## src/rtl/load_align_unit.sv

```systemverilog
// Load path between MEM stage and data memory: issues word-aligned reads, merges straddling
// loads from two words, then extracts and sign/zero-extends the result per funct3.
module load_align_unit #(
  parameter int unsigned DATA_W      = 32,
  parameter int unsigned ADDR_W      = 32,
  parameter bit          MISALIGN_EN = 1'b1
) (
  input  logic              clk,
  input  logic              rst,
  input  logic              req_valid,
  output logic              req_ready,
  input  logic [ADDR_W-1:0] req_addr,
  input  logic [2:0]        req_funct3,
  output logic              mem_req,
  output logic [ADDR_W-1:0] mem_addr,
  input  logic              mem_rvalid,
  input  logic [DATA_W-1:0] mem_rdata,
  output logic              rsp_valid,
  input  logic              rsp_ready,
  output logic [DATA_W-1:0] rsp_data,
  output logic              rsp_err
);

  localparam int unsigned BYTES = DATA_W / 8;
  localparam int unsigned OFF_W = $clog2(BYTES);

  typedef enum logic [2:0] {
    StIdle, StIssue0, StWait0, StIssue1, StWait1, StResp
  } state_e;

  state_e            state_q, state_d;
  logic [ADDR_W-1:0] addr_q, addr_d;
  logic [2:0]        funct3_q, funct3_d;
  logic [DATA_W-1:0] lo_q, lo_d;
  logic [DATA_W-1:0] rsp_data_q, rsp_data_d;
  logic              rsp_err_q, rsp_err_d;

  logic [OFF_W-1:0]  off_q;
  logic              span_q;
  logic [ADDR_W-1:0] aligned_addr;

  function automatic logic f3_legal(input logic [2:0] f);
    case (f)
      3'b000, 3'b001, 3'b010, 3'b100, 3'b101: return 1'b1;
      3'b011, 3'b110:                         return DATA_W == 64;
      default:                                return 1'b0;
    endcase
  endfunction

  function automatic logic f3_span(input logic [OFF_W-1:0] off, input logic [2:0] f);
    int unsigned sum;
    sum = 32'(off) + (32'd1 << f[1:0]);
    return sum > BYTES;
  endfunction

  // Shift the {hi,lo} pair down to the byte offset, keep size bytes, then extend.
  function automatic logic [DATA_W-1:0] extract(input logic [DATA_W-1:0] hi,
                                                input logic [DATA_W-1:0] lo,
                                                input logic [OFF_W-1:0]  off,
                                                input logic [2:0]        f);
    logic [DATA_W-1:0] raw;
    logic [DATA_W-1:0] mask;
    logic              sgn_bit;
    int                nb;
    raw = DATA_W'({hi, lo} >> {off, 3'b000});
    nb  = 1 << f[1:0];
    for (int i = 0; i < int'(BYTES); i++) begin
      mask[8*i +: 8] = (i < nb) ? 8'hFF : 8'h00;
    end
    case (f[1:0])
      2'b00:   sgn_bit = raw[7];
      2'b01:   sgn_bit = raw[15];
      2'b10:   sgn_bit = raw[31];
      default: sgn_bit = raw[DATA_W-1];
    endcase
    // Full-width loads have an all-ones mask, so they come back unchanged.
    return (raw & mask) | ((~f[2] & sgn_bit) ? ~mask : '0);
  endfunction

  assign off_q        = addr_q[OFF_W-1:0];
  assign span_q       = f3_span(off_q, funct3_q);
  assign aligned_addr = {addr_q[ADDR_W-1:OFF_W], {OFF_W{1'b0}}};

  always_comb begin
    state_d    = state_q;
    addr_d     = addr_q;
    funct3_d   = funct3_q;
    lo_d       = lo_q;
    rsp_data_d = rsp_data_q;
    rsp_err_d  = rsp_err_q;
    req_ready  = 1'b0;
    mem_req    = 1'b0;
    mem_addr   = '0;
    case (state_q)
      StIdle: begin
        req_ready = 1'b1;
        if (req_valid) begin
          addr_d   = req_addr;
          funct3_d = req_funct3;
          if (!f3_legal(req_funct3) ||
              (!MISALIGN_EN && f3_span(req_addr[OFF_W-1:0], req_funct3))) begin
            state_d    = StResp;
            rsp_err_d  = 1'b1;
            rsp_data_d = '0;
          end else begin
            state_d = StIssue0;
          end
        end
      end
      StIssue0: begin
        mem_req  = 1'b1;
        mem_addr = aligned_addr;
        state_d  = StWait0;
      end
      StWait0: begin
        if (mem_rvalid) begin
          lo_d = mem_rdata;
          if (span_q) begin
            state_d = StIssue1;
          end else begin
            state_d    = StResp;
            rsp_err_d  = 1'b0;
            rsp_data_d = extract('0, mem_rdata, off_q, funct3_q);
          end
        end
      end
      StIssue1: begin
        mem_req  = 1'b1;
        mem_addr = aligned_addr + ADDR_W'(BYTES);
        state_d  = StWait1;
      end
      StWait1: begin
        if (mem_rvalid) begin
          state_d    = StResp;
          rsp_err_d  = 1'b0;
          rsp_data_d = extract(mem_rdata, lo_q, off_q, funct3_q);
        end
      end
      StResp: begin
        if (rsp_ready) begin
          state_d    = StIdle;
          rsp_data_d = '0;
          rsp_err_d  = 1'b0;
        end
      end
      default: state_d = StIdle;
    endcase
  end

  always_ff @(posedge clk or posedge rst) begin
    if (rst) begin
      state_q    <= StIdle;
      addr_q     <= '0;
      funct3_q   <= '0;
      lo_q       <= '0;
      rsp_data_q <= '0;
      rsp_err_q  <= 1'b0;
    end else begin
      state_q    <= state_d;
      addr_q     <= addr_d;
      funct3_q   <= funct3_d;
      lo_q       <= lo_d;
      rsp_data_q <= rsp_data_d;
      rsp_err_q  <= rsp_err_d;
    end
  end

  assign rsp_valid = (state_q == StResp);
  assign rsp_data  = rsp_data_q;
  assign rsp_err   = rsp_err_q;

endmodule
```

## config.mk

```make
export PLATFORM = sky130hd
export DESIGN_NAME = load_align_unit
export DESIGN_NICKNAME = d
export VERILOG_FILES = /design/src/rtl/load_align_unit.sv
export SDC_FILE = /design/constraint.sdc
export NUM_CORES = 1
export LEC_CHECK = 0
export CORE_MARGIN = 3
export CORE_UTILIZATION = 47
export DETAILED_ROUTE_END_ITERATION = 6
export PLACE_DENSITY_LB_ADDON = 0.05
export SYNTH_ARGS = -nofsm -noshare
export SYNTH_HDL_FRONTEND = slang
export SYNTH_SLANG_ARGS = --single-unit
export TNS_END_PERCENT = 30
```

## constraint.sdc

```tcl
create_clock -name clk -period 3.6 [get_ports clk]
set_input_delay 0.9 -clock clk [delete_from_list [all_inputs] [get_ports clk]]
set_output_delay 0.9 -clock clk [all_outputs]
set_load 0.03 [all_outputs]
```

==> results.yml <==
finish:
  diodes: 0
  area_delta_synth_final_pct: 27.40
  final_common_cell: "clkdlybuf4s50_1"
  final_cell_mix: "122 x clkdlybuf4s50_1, 101 x dfrtp_1, 59 x mux2_2, 58 x nor2_1, 57 x nand2_1"
  drive_above_1_share: 0.1817
  fin_nets: 858
  utilization: 0.6162
  n_fill_cell: 1170
timing:
  tns_ns: 0
  setup_slack_ns: 0.1276
  final.setup_skew_ns: 0.007310
  hold_slack_ns: 0.4801
  setup_viol: 0
  relSlewSlack: 0.3295
  min_period_ns: 3.472
  slew_violations: 0
  hold_viol: 0
  tightest_slew_ns: 1.006
  fin_crit_sh: 0.9645
  rsz0062_at_grt: "yes"
  fmax_mhz: 288.0
die:
  die_h_um: 125.8
  core_um2: 13930
  dieArea_um2: 15810
  ios: 140
  initial_core_util: 0.4837
  die_w_um: 125.8
  fp-row-count: 43
power:
  power.share.sequential: 0.283
  clkPwrFrac: 0.125
  switchingPower_uw: 3620
  power_switching_share: 0.4440
  cellLeakagePower_uw: 0.003457
  power_density_nw_per_um2: 949.5
  p_total_uw: 8153
  p_comb_frac: 0.592
  power.internal_uw: 4533
  ir_drop_mv: 0.4505
placement:
  gp_congestion: 0.8687
  dp_hpwl_um: 13890
  pre_cts_slack_ns: 0.2597
  port_buffers: 137
clock_network:
  cts_root_buffer: "clkbuf_16"
  cts_tree: "built"
  cts_buffers: 9
  cts_hold_buf: 0
  clockBufferDepth: 2
  clk_pin_slew_ns: 0.07
  insertion_delay_ns: 0.35
  cts_sinks: 103
  htreeDepth: 3
hold_path:
  min_path_type: "flop to flop"
worst_setup_path:
  critPathMaxFanout: 6
  crit_type: "flop to output pin"
  worst-endpoint-arrival_ns: 2.57
  required_ns: 2.70
  end_kind: "output pin"
  startpoint_type: "flop"
drt:
  dr.first_iter.drc_count: 421
  drt_first_pass_iters: 5
  drt_wl_total_um: 18660
  drt-wirelength-per-cell_um: 19.30
  drc: 0
  via_count: 5696
  via_per_inst: 5.890
  ant_nets: 0
synthesis:
  ys_seq_area_frac: 0.3824
  synth_edf_count: 0
  dominantRegCellSynth: "dfrtp_1"
  synth_xor_xnor_area_share: 0.02859
  netlist_instances: 663
  syn_area_per_cell_um2: 10.17
  ys_types: 61
  yosys_register_bits: 103
  ys_warn_count: 0
  synthAdderAreaFrac: 0.008539
  yosys.area_share.simple: 0.1389
  synth_top_family_by_area: "multiplexers"
  synth_compound_area_frac: 0.1457
  synthMuxAreaShare: 0.2437
  netlist_area_um2: 6740
  async_reset_ff_frac: 1.000
global_route:
  grt_pass1_vias: 5382
  track_usage: 0.2383
  antenna_found_initial: 0
  grt_pass1_wl_um: 30200
  overflow: 0
  grt_max_degree: 74
flow_run:
  drv_cap: 0
outcome:
  status: "completed"
## state kept, by name, summed over array words and instances, names as in the netlist
name / flops
addr_q: 32
funct3_q: 3
lo_q: 32
rsp_data: 32
rsp_err: 1
state_q: 3
## final timing paths
| kind | start | end | slack [ns] | cells after the start |
|---|---|---|---|---|
| max in group asynchronous | rst | rsp_data[28] | 1.73 | 3 |
| min in group asynchronous | rst | addr_q[30] | 1.06 | 2 |
| worst max register to register | funct3_q[1] | rsp_data[19] | 0.62 | 11 |
| worst min register to register | rsp_err | rsp_err | 0.48 | 2 |
| worst min-delay path | rsp_err | rsp_err | 0.48 | 2 |
| worst max-delay path | addr_q[8] | mem_addr[13] | 0.13 | 5 |
## timing repair
action	in CTS	in global routing
endpoints found under the hold margin	0	0
setup endpoints to repair	11	11
pin swaps	1	0
setup buffers	1	0
gates resized for setup	13	9
## kinds of logic after synthesis
kind of cell,after synthesis
AO/OA/AOI/OAI,156
XOR/XNOR,22
adder cells (fa/ha/maj),4
buffers and inverters,66
flip-flops,103
multiplexers,123
other,1
AND/OR/NAND/NOR,188
## routing by layer
metal	wire, um	global-route usage	up-vias
li1	-	-	2668
met1	8781	0.3685	2784
met2	8178	0.3402	230
met3	1500	0.06404	14
met4	201	0.04479	0
met5	0	0	-
## power by group through the flow
stage / sequential (uW) / combinational (uW) / clock [uW]
after global placement: 2280 / 4750 / 0
after CTS: 2300 / 4820 / 1050
final: 2310 / 4830 / 1020
after global routing: 2410 / 5210 / 1100
after detailed placement: 2320 / 4830 / 0
after floorplan: 2470 / 3240 / 0
## per-stage QoR
| step | std cells | area (um^2) |
|---|---|---|
| 2_1_floorplan | 664 | 6748 |
| 5_1_grt | 967 | 8587 |
| 3_5_place_dp | 950 | 8225 |
| 3_3_place_gp | 950 | 8225 |
| 4_1_cts | 967 | 8549 |
| 6_report | 967 | 8587 |
## cell type report
type,count,area (um^2),area share
multi-input cells,495,3866,0.4502
flip-flops and latches,103,2582,0.3007
repair buffers,155,1531,0.1783
clock buffers,12,256.5,0.02987
well taps,180,225.2,0.02623
inverters,18,71.32,0.008305
clock inverters,4,53.80,0.006265
## Yosys cell counts (all sizes together), types with 3 or more instances
cell type | instances | share of area
o22ai | 7 | 0.0065
inv | 17 | 0.0095
nor4 | 9 | 0.011
mux2i | 37 | 0.055
xnor2 | 17 | 0.022
nor2b | 5 | 0.0046
clkbuf | 13 | 0.0072
a211o | 5 | 0.0065
a211oi | 12 | 0.013
a21bo | 3 | 0.0045
xor2 | 5 | 0.0065
nor3 | 7 | 0.0052
a21oi | 43 | 0.032
and2 | 11 | 0.010
buf | 35 | 0.034
nand3b | 3 | 0.0033
nand2 | 57 | 0.032
a31oi | 7 | 0.0065
mux2 | 59 | 0.099
nor2 | 60 | 0.034
o32a | 6 | 0.0089
nand3 | 10 | 0.0082
and4 | 3 | 0.0043
dfrtp | 103 | 0.38
nor3b | 3 | 0.0041
or3 | 5 | 0.0046
o21ai | 47 | 0.035
ha | 3 | 0.0056
nand4 | 3 | 0.0037
o31ai | 8 | 0.0089
o221ai | 6 | 0.0078
mux4 | 27 | 0.090
and3 | 6 | 0.0056
nand2b | 3 | 0.0032
## critical path: stages (launching register included)
cell and delay, ns:
dfrtp_1 0.41, and4_1 0.32, nand2_1 0.22, or3_1 0.40, a21oi_1 0.17, clkdlybuf4s50_1 0.69
(Power assumes the default switching activity.)
